$ cat config.mk
export PLATFORM = sky130hd
export DESIGN_NAME = mips32_mem_arbiter_flat
export DESIGN_NICKNAME = d
export VERILOG_FILES = /design/src/rtl/mips32_mem_pkg.sv /design/src/rtl/mips32_mem_arbiter_if.sv /design/src/rtl/mips32_mem_prio_pick.sv /design/src/rtl/mips32_mem_arbiter.sv /design/src/flat_wrapper.sv
export SDC_FILE = /design/constraint.sdc
export NUM_CORES = 1
export LEC_CHECK = 0
export BUFFER_PORTS_ARGS = -buffer_cell sky130_fd_sc_hd__buf_2
export CAP_MARGIN = 20
export CELL_PAD_IN_SITES_DETAIL_PLACEMENT = 1
export CELL_PAD_IN_SITES_GLOBAL_PLACEMENT = 2
export CORE_MARGIN = 2
export CORE_UTILIZATION = 28
export DETAILED_ROUTE_END_ITERATION = 16
export PLACE_DENSITY_LB_ADDON = 0.08
export SETUP_SLACK_MARGIN = 0.1
export SYNTH_ARGS = -nofsm -noshare
export SYNTH_HDL_FRONTEND = slang
export SYNTH_SLANG_ARGS = --single-unit
export TNS_END_PERCENT = 1
$ cat constraint.sdc
create_clock -name clk1 -period 5.7 [get_ports clk1]
set_clock_uncertainty 0.05 [all_clocks]
set_input_delay 1.14 -clock clk1 [delete_from_list [all_inputs] [get_ports clk1]]
set_output_delay 1.14 -clock clk1 [all_outputs]
set_load 0.02 [all_outputs]
$ cat src/rtl/mips32_mem_pkg.sv
// Shared types for the MIPS32 unified-memory arbiter: requester/owner encodings and FSM states.
// Request vectors throughout use bit 0 = IF, bit 1 = DM, bit 2 = LD.
package mips32_mem_pkg;

  typedef enum logic [1:0] {
    OWN_NONE = 2'd0,
    OWN_IF   = 2'd1,
    OWN_DM   = 2'd2,
    OWN_LD   = 2'd3
  } owner_t;

  typedef enum logic [1:0] {
    IDLE  = 2'd0,
    ISSUE = 2'd1,
    WAIT  = 2'd2,
    RESP  = 2'd3
  } state_t;

  function automatic logic [2:0] ownerMask(input owner_t owner);
    logic [2:0] mask;
    mask = 3'b000;
    case (owner)
      OWN_IF:  mask = 3'b001;
      OWN_DM:  mask = 3'b010;
      OWN_LD:  mask = 3'b100;
      default: mask = 3'b000;
    endcase
    return mask;
  endfunction

endpackage

$ cat src/rtl/mips32_mem_arbiter_if.sv
// Bundle of the three requester handshakes, the memory-side bus and the status outputs.
// The arbiter connects through the slave modport; the pipeline/loader/memory side uses master.
interface mips32_mem_arbiter_if #(
  parameter int AW = 10,
  parameter int DW = 32
);
  logic          if_req;
  logic [AW-1:0] if_addr;
  logic          if_ack;
  logic [DW-1:0] if_rdata;

  logic          dm_req;
  logic          dm_we;
  logic [AW-1:0] dm_addr;
  logic [DW-1:0] dm_wdata;
  logic          dm_ack;
  logic [DW-1:0] dm_rdata;

  logic          ld_req;
  logic [AW-1:0] ld_addr;
  logic [DW-1:0] ld_wdata;
  logic          ld_ack;

  logic          mem_en;
  logic          mem_we;
  logic [AW-1:0] mem_addr;
  logic [DW-1:0] mem_wdata;
  logic [DW-1:0] mem_rdata;

  logic          busy;
  logic [1:0]    gnt_owner;

  modport slave (
    input  if_req, if_addr, dm_req, dm_we, dm_addr, dm_wdata,
           ld_req, ld_addr, ld_wdata, mem_rdata,
    output if_ack, if_rdata, dm_ack, dm_rdata, ld_ack,
           mem_en, mem_we, mem_addr, mem_wdata, busy, gnt_owner
  );

  modport master (
    output if_req, if_addr, dm_req, dm_we, dm_addr, dm_wdata,
           ld_req, ld_addr, ld_wdata, mem_rdata,
    input  if_ack, if_rdata, dm_ack, dm_rdata, ld_ack,
           mem_en, mem_we, mem_addr, mem_wdata, busy, gnt_owner
  );
endinterface

$ cat src/rtl/mips32_mem_prio_pick.sv
// Combinational winner select: LD > DM > IF, except a starved IF beats everyone.
// Requesters in the exclude mask (the one being acked) cannot win this round.
module mips32_mem_prio_pick
  import mips32_mem_pkg::*;
(
  input  logic [2:0] i_req,
  input  logic [2:0] i_exclude,
  input  logic       i_starve,
  output owner_t     o_winner
);

  logic [2:0] w_eligible;

  assign w_eligible = i_req & ~i_exclude;

  always_comb begin
    o_winner = OWN_NONE;
    if (i_starve && w_eligible[0]) begin
      o_winner = OWN_IF;
    end else if (w_eligible[2]) begin
      o_winner = OWN_LD;
    end else if (w_eligible[1]) begin
      o_winner = OWN_DM;
    end else if (w_eligible[0]) begin
      o_winner = OWN_IF;
    end
  end

endmodule

$ cat src/rtl/mips32_mem_arbiter.sv
// Arbiter sharing one single-port unified memory between fetch, data and loader requesters.
// One access at a time: IDLE/RESP arbitrate, ISSUE strobes the memory, WAIT covers read latency.
module mips32_mem_arbiter
  import mips32_mem_pkg::*;
#(
  parameter int AW         = 10,
  parameter int DW         = 32,
  parameter int RD_LAT     = 1,
  parameter int STARVE_MAX = 4
) (
  input  logic                 clk1,
  input  logic                 reset,
  mips32_mem_arbiter_if.slave  bus
);

  localparam int CW = $clog2(RD_LAT + 1);
  localparam int SW = $clog2(STARVE_MAX + 1);

  state_t          r_state;
  owner_t          r_owner;
  owner_t          r_gntOwner;
  logic            r_accWe;
  logic [CW-1:0]   r_waitCnt;
  logic [SW-1:0]   r_starveCnt;
  logic            r_memEn;
  logic            r_memWe;
  logic [AW-1:0]   r_memAddr;
  logic [DW-1:0]   r_memWdata;
  logic            r_ifAck;
  logic            r_dmAck;
  logic            r_ldAck;
  logic [DW-1:0]   r_ifRdata;
  logic [DW-1:0]   r_dmRdata;
  logic            r_busy;

  logic [2:0]      w_req;
  logic [2:0]      w_exclude;
  logic            w_starve;
  owner_t          w_winner;
  logic [AW-1:0]   w_addr;
  logic            w_we;
  logic [DW-1:0]   w_wdata;

  assign w_req     = {bus.ld_req, bus.dm_req, bus.if_req};
  assign w_exclude = (r_state == RESP) ? ownerMask(r_owner) : 3'b000;
  assign w_starve  = (r_starveCnt >= SW'(STARVE_MAX));

  mips32_mem_prio_pick u_pick (
    .i_req     (w_req),
    .i_exclude (w_exclude),
    .i_starve  (w_starve),
    .o_winner  (w_winner)
  );

  always_comb begin
    w_addr  = bus.if_addr;
    w_we    = 1'b0;
    w_wdata = '0;
    case (w_winner)
      OWN_DM: begin
        w_addr  = bus.dm_addr;
        w_we    = bus.dm_we;
        w_wdata = bus.dm_wdata;
      end
      OWN_LD: begin
        w_addr  = bus.ld_addr;
        w_we    = 1'b1;
        w_wdata = bus.ld_wdata;
      end
      default: ;
    endcase
  end

  // Strobes and acks are single-cycle pulses; everything else holds until the next grant.
  always_ff @(posedge clk1) begin
    if (reset) begin
      r_state     <= IDLE;
      r_owner     <= OWN_NONE;
      r_gntOwner  <= OWN_NONE;
      r_accWe     <= 1'b0;
      r_waitCnt   <= '0;
      r_starveCnt <= '0;
      r_memEn     <= 1'b0;
      r_memWe     <= 1'b0;
      r_memAddr   <= '0;
      r_memWdata  <= '0;
      r_ifAck     <= 1'b0;
      r_dmAck     <= 1'b0;
      r_ldAck     <= 1'b0;
      r_ifRdata   <= '0;
      r_dmRdata   <= '0;
      r_busy      <= 1'b0;
    end else begin
      r_memEn <= 1'b0;
      r_memWe <= 1'b0;
      r_ifAck <= 1'b0;
      r_dmAck <= 1'b0;
      r_ldAck <= 1'b0;
      if (!bus.if_req) r_starveCnt <= '0;

      case (r_state)
        IDLE, RESP: begin
          if (w_winner != OWN_NONE) begin
            r_state    <= ISSUE;
            r_owner    <= w_winner;
            r_gntOwner <= w_winner;
            r_busy     <= 1'b1;
            r_accWe    <= w_we;
            r_memEn    <= 1'b1;
            r_memWe    <= w_we;
            r_memAddr  <= w_addr;
            r_memWdata <= w_wdata;
            if (w_winner == OWN_IF) begin
              r_starveCnt <= '0;
            end else if (bus.if_req && !w_starve) begin
              r_starveCnt <= r_starveCnt + SW'(1);
            end
          end else begin
            r_state    <= IDLE;
            r_owner    <= OWN_NONE;
            r_gntOwner <= OWN_NONE;
            r_busy     <= 1'b0;
          end
        end
        ISSUE: begin
          r_state   <= WAIT;
          r_waitCnt <= '0;
        end
        WAIT: begin
          if (r_waitCnt == CW'(RD_LAT - 1)) begin
            r_state <= RESP;
            case (r_owner)
              OWN_IF: begin
                r_ifAck   <= 1'b1;
                r_ifRdata <= bus.mem_rdata;
              end
              OWN_DM: begin
                r_dmAck <= 1'b1;
                if (!r_accWe) r_dmRdata <= bus.mem_rdata;
              end
              OWN_LD:  r_ldAck <= 1'b1;
              default: ;
            endcase
          end else begin
            r_waitCnt <= r_waitCnt + CW'(1);
          end
        end
        default: r_state <= IDLE;
      endcase
    end
  end

  assign bus.mem_en    = r_memEn;
  assign bus.mem_we    = r_memWe;
  assign bus.mem_addr  = r_memAddr;
  assign bus.mem_wdata = r_memWdata;
  assign bus.if_ack    = r_ifAck;
  assign bus.if_rdata  = r_ifRdata;
  assign bus.dm_ack    = r_dmAck;
  assign bus.dm_rdata  = r_dmRdata;
  assign bus.ld_ack    = r_ldAck;
  assign bus.busy      = r_busy;
  assign bus.gnt_owner = r_gntOwner;

endmodule

$ cat src/flat_wrapper.sv
// flat-port wrapper written by rule: the top's interface ports become plain ports
module mips32_mem_arbiter_flat import mips32_mem_pkg::*;
#(
  parameter int AW         = 10,
  parameter int DW         = 32,
  parameter int RD_LAT     = 1,
  parameter int STARVE_MAX = 4
)
  (clk1, reset, bus_if_req, bus_if_addr, bus_dm_req, bus_dm_we, bus_dm_addr, bus_dm_wdata, bus_ld_req, bus_ld_addr, bus_ld_wdata, bus_mem_rdata, bus_if_ack, bus_if_rdata, bus_dm_ack, bus_dm_rdata, bus_ld_ack, bus_mem_en, bus_mem_we, bus_mem_addr, bus_mem_wdata, bus_busy, bus_gnt_owner);
  mips32_mem_arbiter_if #(.AW(AW), .DW(DW)) bus_i ();
  input  logic clk1;
  input  logic reset;
  input wire logic [$bits(bus_i.if_req)-1:0] bus_if_req;
  input wire logic [$bits(bus_i.if_addr)-1:0] bus_if_addr;
  input wire logic [$bits(bus_i.dm_req)-1:0] bus_dm_req;
  input wire logic [$bits(bus_i.dm_we)-1:0] bus_dm_we;
  input wire logic [$bits(bus_i.dm_addr)-1:0] bus_dm_addr;
  input wire logic [$bits(bus_i.dm_wdata)-1:0] bus_dm_wdata;
  input wire logic [$bits(bus_i.ld_req)-1:0] bus_ld_req;
  input wire logic [$bits(bus_i.ld_addr)-1:0] bus_ld_addr;
  input wire logic [$bits(bus_i.ld_wdata)-1:0] bus_ld_wdata;
  input wire logic [$bits(bus_i.mem_rdata)-1:0] bus_mem_rdata;
  output wire logic [$bits(bus_i.if_ack)-1:0] bus_if_ack;
  output wire logic [$bits(bus_i.if_rdata)-1:0] bus_if_rdata;
  output wire logic [$bits(bus_i.dm_ack)-1:0] bus_dm_ack;
  output wire logic [$bits(bus_i.dm_rdata)-1:0] bus_dm_rdata;
  output wire logic [$bits(bus_i.ld_ack)-1:0] bus_ld_ack;
  output wire logic [$bits(bus_i.mem_en)-1:0] bus_mem_en;
  output wire logic [$bits(bus_i.mem_we)-1:0] bus_mem_we;
  output wire logic [$bits(bus_i.mem_addr)-1:0] bus_mem_addr;
  output wire logic [$bits(bus_i.mem_wdata)-1:0] bus_mem_wdata;
  output wire logic [$bits(bus_i.busy)-1:0] bus_busy;
  output wire logic [$bits(bus_i.gnt_owner)-1:0] bus_gnt_owner;
  assign bus_i.if_req = bus_if_req;
  assign bus_i.if_addr = bus_if_addr;
  assign bus_i.dm_req = bus_dm_req;
  assign bus_i.dm_we = bus_dm_we;
  assign bus_i.dm_addr = bus_dm_addr;
  assign bus_i.dm_wdata = bus_dm_wdata;
  assign bus_i.ld_req = bus_ld_req;
  assign bus_i.ld_addr = bus_ld_addr;
  assign bus_i.ld_wdata = bus_ld_wdata;
  assign bus_i.mem_rdata = bus_mem_rdata;
  assign bus_if_ack = bus_i.if_ack;
  assign bus_if_rdata = bus_i.if_rdata;
  assign bus_dm_ack = bus_i.dm_ack;
  assign bus_dm_rdata = bus_i.dm_rdata;
  assign bus_ld_ack = bus_i.ld_ack;
  assign bus_mem_en = bus_i.mem_en;
  assign bus_mem_we = bus_i.mem_we;
  assign bus_mem_addr = bus_i.mem_addr;
  assign bus_mem_wdata = bus_i.mem_wdata;
  assign bus_busy = bus_i.busy;
  assign bus_gnt_owner = bus_i.gnt_owner;
  mips32_mem_arbiter #(.AW(AW), .DW(DW), .RD_LAT(RD_LAT), .STARVE_MAX(STARVE_MAX)) u_core (.clk1(clk1), .reset(reset), .bus(bus_i));
endmodule
==> results of run 1 <==
==> through the flow <==
step                      setup slack (ps)  util (%)  area (um^2)  hold WS [ps]  power, mW
after global placement                1610      34.9         6990           388       2.25
after CTS                             1910      38.0         7610           402       3.45
final                                 1870      38.1         7630           398       3.41
after detailed placement              1470      34.9         6990           393       2.29
after global routing                  1610      38.0         7620           424       3.60
after floorplan                       3180         -         5680           433       1.93
==> area by class of cell <==
type                    count  area [um^2]
clock inverters            14          199
repair buffers            255         1300
clock buffers              17          425
fillers                  2490        12400
well taps                 270          338
flip-flops and latches    120         2400
inverters                   5         18.8
diodes                      2         5.00
multi-input cells         482         2940
==> metal layers <==
layer  track usage (%)  up-vias
li1                  -     2863
met5                 0        -
met1              22.0     2856
met2              32.9      211
met3              5.31       26
met4              6.41        0
==> how the worst max path moves through the flow <==
stage / startpoint / to / slack (ps) / depth (start not counted)
5_1_grt: u_core.bus.gnt_owner[0]$_SDFFE_PP0N_ / u_core.bus.mem_wdata[22]$_SDFFE_PP0P_ / 1610 / 5
3_5_place_dp: bus_dm_req / u_core.bus.mem_wdata[27]$_SDFFE_PP0P_ / 1470 / 6
2_1_floorplan: bus_dm_req / u_core.bus.mem_wdata[0]$_SDFFE_PP0P_ / 3180 / 7
6_report: bus_dm_req / u_core.bus.mem_wdata[22]$_SDFFE_PP0P_ / 1870 / 6
3_3_place_gp: bus_dm_req / u_core.bus.mem_wdata[12]$_SDFFE_PP0P_ / 1610 / 6
4_1_cts: bus_dm_req / u_core.bus.mem_wdata[22]$_SDFFE_PP0P_ / 1910 / 6
==> cell usage in the layout (no fill, tap or decap), types with 2 or more instances in the layout <==
cell         n
a211o_1     32
a211oi_1     2
a21oi_1     75
a311o_1     10
a311oi_1     2
a31oi_1     13
a32oi_1     10
and2_1       3
and3_1       2
and3b_1      2
buf_2      244
buf_4       11
bufinv_16    4
clkbuf_16   17
clkinv_2     2
clkinv_4     5
dfxtp_1    120
diode_2      2
ha_1         3
inv_1        4
inv_6        2
mux2i_1     32
nand2_1    139
nand2b_1    35
nand3_1     36
nand3b_1     2
nand4_1      3
nor2_1      16
nor2b_1      2
nor3b_1      2
o2111ai_1   32
o211ai_1     2
o21ai_0     11
==> state kept, by name, summed over array words and instances, names as in the netlist, 2 cells and up <==
signal and count:
u_core.r_state 2, u_core.bus.gnt_owner 2, u_core.bus.if_rdata 32, u_core.bus.mem_addr 10
u_core.r_starveCnt 3, u_core.bus.mem_wdata 32, u_core.bus.dm_rdata 32
==> synth_stat cells, drive strengths merged, types with 2 or more instances <==
master and n:
and3b 2, nand2 139, nand3 37, nand3b 3, a21oi 75, a22oi 2
nor3b 2, dfxtp 120, mux2i 32, inv 4, a311oi 2, nor2b 2
ha 3, nand2b 35, nor2 16, nand4 3, o2111ai 32, a311o 10
o211ai 2, clkbuf 50, and2 3, a211oi 4, and3 2, o21ai 11
buf 23, a32oi 11, a211o 32, a31oi 13
==> cell families after synthesis <==
logic type / count (synthesis) / synth area share, %
flops: 120 / 42.3
mux: 32 / 5.64
compound gates: 198 / 24.8
fa+ha+maj: 3 / 0.661
buf+inv: 78 / 6.26
simple gates: 249 / 20.3
==> power breakdown <==
group	leakage [nW]	switching (mW)	internal, mW
Clock	0.304	0.410	0.733
Combinational	2.00	0.710	0.423
Sequential	0.977	0.128	1.01
==> critical path, delay by kind of cell <==
family	cells	cell delay, ps
AO/OA/AOI/OAI	2	1300
buffers and inverters	3	1380
multiplexers	1	250
==> impl_metrics.csv, run 1 <==
group,metric,value,unit
status,status,"complete, no violations",
worst_hold_path,hold_end,"u_core.bus.dm_rdata[7]$_SDFFE_PP0P_",
yosys,synth_seq_cells,120,
grt,grt_pass1_vias,6270,
grt,grt.total_usage,18.8,%
yosys,synth_ff_type,"dfxtp_1",
placement,place_inst,1131,
setup_path,reg2reg_depth,5,
grt,antenna_found_initial,2,
timing,tns,0,ps
setup_path,path_max_fanout,46,
cts,cts_buffers,17,
setup_path,rr_startpoint,"u_core.bus.gnt_owner[0]$_SDFFE_PP0N_",
timing,finalCritPeriodShare,67.2,%
yosys,async_flop_share,0,%
die,io_pins,246,
setup_path,worstPathCellList,"buf_2 -> inv_1 -> a32oi_2 -> a31o_2 -> buf_4 -> mux2i_1",
worst_hold_path,hold_path_class,"flip-flop to flip-flop",
cts,htreeDepth,4,
timing,final_max_slew_viol_count,0,
worst_hold_path,holdPathStages,2,
setup_path,slowest_delay,680,ps
cells_and_area,syn_to_final_growth,34.3,%
pwr,power.density,447,nW/um^2
cts,clkLatencyLatePin,410,ps
placement,gp_congestion,0.755,
timing,fmax,261,MHz
worst_hold_path,min_from,"u_core.bus.dm_rdata[7]$_SDFFE_PP0P_",
setup_path,cpMaxStageDelayCell,"a32oi_2",
detailed_routing,met1Wirelength,8.75,mm
detailed_routing,drcViolationCount,0,
timing,min_period,3830,ps
setup_path,cp-start-kind,"input pin",
detailed_routing,vias,5956,
detailed_routing,routed_wl,20.6,mm
timing,tightest_slew,985,ps
detailed_routing,first_iter_violations,231,
cts,cts_buffer_depth,2,
die,std_cell_rows,52,
yosys,synth_edf_count,0,
die,die_y,146,um
timing,finalSetupViolCount,0,
grt,grt_pass1_wl,32.5,mm
grt,grt_max_degree,94,
yosys,synth_cell_types,48,
yosys,synthesis.nets,815,
yosys,synth_area,5680,um^2
run,maxCapViolCount,0,
die,coreArea,20000,um^2
setup_path,worst-setup-path-type,"input pin to flip-flop",
die,fp.dieW,146,um
setup_path,r2r-end,"u_core.bus.mem_wdata[22]$_SDFFE_PP0P_",
die,start_util,28.3,%
placement,portBuffers,245,
setup_path,required,5980,ps
yosys,synthTopCellsByArea,"dfxtp_1 42%, nand2_1 9.2%, a21oi_1 6.6%",
detailed_routing,first_pass_iters,6,
pwr,p_leak,3.28,nW
timing,hold_viol_final,0,
yosys,ys_warn_count,0,
cts,cts_tree,"done",
die,die-area,21400,um^2
cts,root_buffer,"clkbuf_16",
pwr,vdd_ir_drop_max,214,uV
cts,cts_sinks,120,
setup_path,reg2reg_slack,1940,ps
detailed_routing,met2_length,10.1,mm
cts,holdBufCountCts,0,
cells_and_area,fin_cells,1165,
timing,slew_headroom,34.0,%
detailed_routing,dr_wl_met3,1.40,mm
timing,rsz0062_at_grt,"no",
detailed_routing,ant_nets,0,
yosys,yosysTopAreaCellShare,42.3,%
setup_path,cp-end-kind,"flip-flop",
cts,cts_resized,0,
cells_and_area,nets,1016,
cts,postCtsSetupRepairBufs,0,
cells_and_area,layout-drive-gt1-share,33.0,%
detailed_routing,top_layer,"met4",
yosys,syn_avg_cell_area,8.35,um^2
cts,cts.clk_slew.worst_paths,60,ps
grt,overflow,0,
placement,dpl.hpwl,14.1,mm
yosys,syn_inst,680,
detailed_routing,wl_per_cell,17.7,um
yosys,yosysTopAreaCell,"dfxtp_1",
yosys,ys_seq_area_share,42.3,%
detailed_routing,viasPerCell,5.11,
setup_path,crit_arrival,4110,ps
Note: power is estimated with default switching activity, not from simulation.
==> run 2: changes to the inputs <==
--- a/config.mk
+++ b/config.mk
@@ -10,7 +10,7 @@
 export CELL_PAD_IN_SITES_DETAIL_PLACEMENT = 1
 export CELL_PAD_IN_SITES_GLOBAL_PLACEMENT = 2
 export CORE_MARGIN = 2
-export CORE_UTILIZATION = 28
+export CORE_UTILIZATION = 26
 export DETAILED_ROUTE_END_ITERATION = 16
 export PLACE_DENSITY_LB_ADDON = 0.08
 export SETUP_SLACK_MARGIN = 0.1
==> constraint.sdc (replaced) <==
create_clock -name clk1 -period 3.63 [get_ports clk1]
set_clock_uncertainty 0.05 [all_clocks]
set_input_delay 0.726 -clock clk1 [delete_from_list [all_inputs] [get_ports clk1]]
set_output_delay 0.726 -clock clk1 [all_outputs]
set_load 0.02 [all_outputs]
==> impl_metrics.csv, run 2 (synthesized netlist as in run 1, its figures left out) <==
group,metric,value,unit
timing,finalSetupViolCount,0,
cts,root_buffer,"clkbuf_16",
worst_hold_path,min_from,"u_core.bus.if_rdata[15]$_SDFFE_PP0P_",
timing,rsz0062_at_grt,"no",
setup_path,worstPathCellList,"nand3b_2 -> nand2_1 -> a31o_2 -> buf_4 -> mux2i_1",
timing,tns,0,ps
detailed_routing,wl_per_cell,18.2,um
timing,fmax,363,MHz
cells_and_area,fin_cells,1180,
cts,holdBufCountCts,0,
cts,cts_buffer_depth,2,
die,die-area,23000,um^2
pwr,vdd_ir_drop_max,308,uV
placement,place_inst,1148,
die,fp.dieW,152,um
cells_and_area,layout-drive-gt1-share,33.5,%
setup_path,crit_arrival,3040,ps
run,maxCapViolCount,0,
setup_path,cp-end-kind,"flip-flop",
setup_path,crit_start,"u_core.bus.gnt_owner[1]$_SDFFE_PP0N_",
pwr,power.density,687,nW/um^2
cts,cts_sinks,120,
detailed_routing,viasPerCell,5.04,
timing,hold_viol_final,0,
grt,grt_max_degree,80,
placement,portBuffers,245,
grt,antenna_found_initial,1,
timing,slew_headroom,35.6,%
timing,tightest_slew,965,ps
pwr,p_leak,3.30,nW
setup_path,cp-start-kind,"flip-flop",
timing,final_max_slew_viol_count,0,
detailed_routing,first_iter_violations,236,
grt,grt.total_usage,18.5,%
status,status,"complete, no violations",
timing,finalCritPeriodShare,75.8,%
detailed_routing,ant_nets,0,
cts,htreeDepth,4,
cts,clkLatencyLatePin,410,ps
cts,cts_resized,0,
cells_and_area,layout_commonest_cell,"buf_2",
die,die_y,152,um
setup_path,cpMaxStageDelayCell,"dfxtp_1",
placement,gp_congestion,0.769,
cts,cts.clk_slew.worst_paths,60,ps
setup_path,rr_startpoint,"u_core.bus.gnt_owner[1]$_SDFFE_PP0N_",
detailed_routing,first_pass_iters,5,
setup_path,path_max_fanout,33,
cells_and_area,syn_to_final_growth,35.4,%
setup_path,worst-setup-path-type,"flip-flop to flip-flop",
worst_hold_path,hold_path_class,"flip-flop to flip-flop",
timing,whs,401,ps
placement,postPlaceCellArea,7070,um^2
grt,overflow,0,
timing,min_period,2750,ps
grt,grt_pass1_wl,32.7,mm
detailed_routing,vias,5943,
die,std_cell_rows,54,
die,io_pins,246,
setup_path,slowest_delay,670,ps
cts,cts_buffers,17,
detailed_routing,routed_wl,21.5,mm
cts,postCtsSetupRepairBufs,0,
cells_and_area,final_cell_mix,"244 x buf_2, 139 x nand2_1, 120 x dfxtp_1",
detailed_routing,drcViolationCount,0,
setup_path,required,3910,ps
die,start_util,26.3,%
cts,cts_tree,"done",
die,coreArea,21600,um^2
cells_and_area,nets,1023,
grt,grt_pass1_vias,6138,
placement,dpl.hpwl,14.9,mm
cells_and_area,fin_area,7690,um^2
pwr,total_power,5.28,mW
==> run 2: path summary, 6_finish.rpt <==
check                                                            end  slack (ps)  depth (start not counted)
worst max-delay path            u_core.bus.mem_wdata[3]$_SDFFE_PP0P_         880                          5
worst min-delay path            u_core.bus.if_rdata[15]$_SDFFE_PP0P_         400                          2
worst min register to register  u_core.bus.if_rdata[15]$_SDFFE_PP0P_         400                          2
worst max register to register  u_core.bus.mem_wdata[3]$_SDFFE_PP0P_         880                          5
==> run 2: per-layer routing <==
| layer | vias to the layer above | part of all wire [%] | global-route usage [%] |
|---|---|---|---|
| met5 | - | 0 | 0 |
| met2 | 190 | 48 | 32.2 |
| met1 | 2871 | 44 | 22.1 |
| met4 | 0 | 1.2 | 5.51 |
| met3 | 16 | 6.7 | 5.18 |
| li1 | 2866 | - | - |
==> run 2: through the flow <==
step | util [%] | setup slack (ps)
after floorplan | - | 1520
after global placement | 32.7 | 978
after detailed placement | 32.7 | 864
after CTS | 35.4 | 880
after global routing | 35.5 | 562
final | 35.5 | 879
==> run 2: report_power, final <==
part / internal, mW / switching [mW]
logic: 0.686 / 1.11
clock network: 1.09 / 0.600
registers: 1.58 / 0.205
total: 3.36 / 1.92
==> run 2: critical path: cells and delay by family, from the launching register on <==
family,cells,cell delay [ps]
AOI/OAI and AO/OA,1,200
buffers and inverters,1,480
DFF,1,670
muxes,1,270
and+or+nand+nor,2,1000
==> run 2: final cells by class <==
class	count	area, um^2
Fill cell	2623	13900
Multi-Input combinational cell	482	2940
Sequential cell	120	2400
Timing Repair Buffer	262	1380
Clock buffer	23	498
Tap cell	280	350
Clock inverter	7	92.6
Inverter	5	18.8
Antenna cell	1	2.50
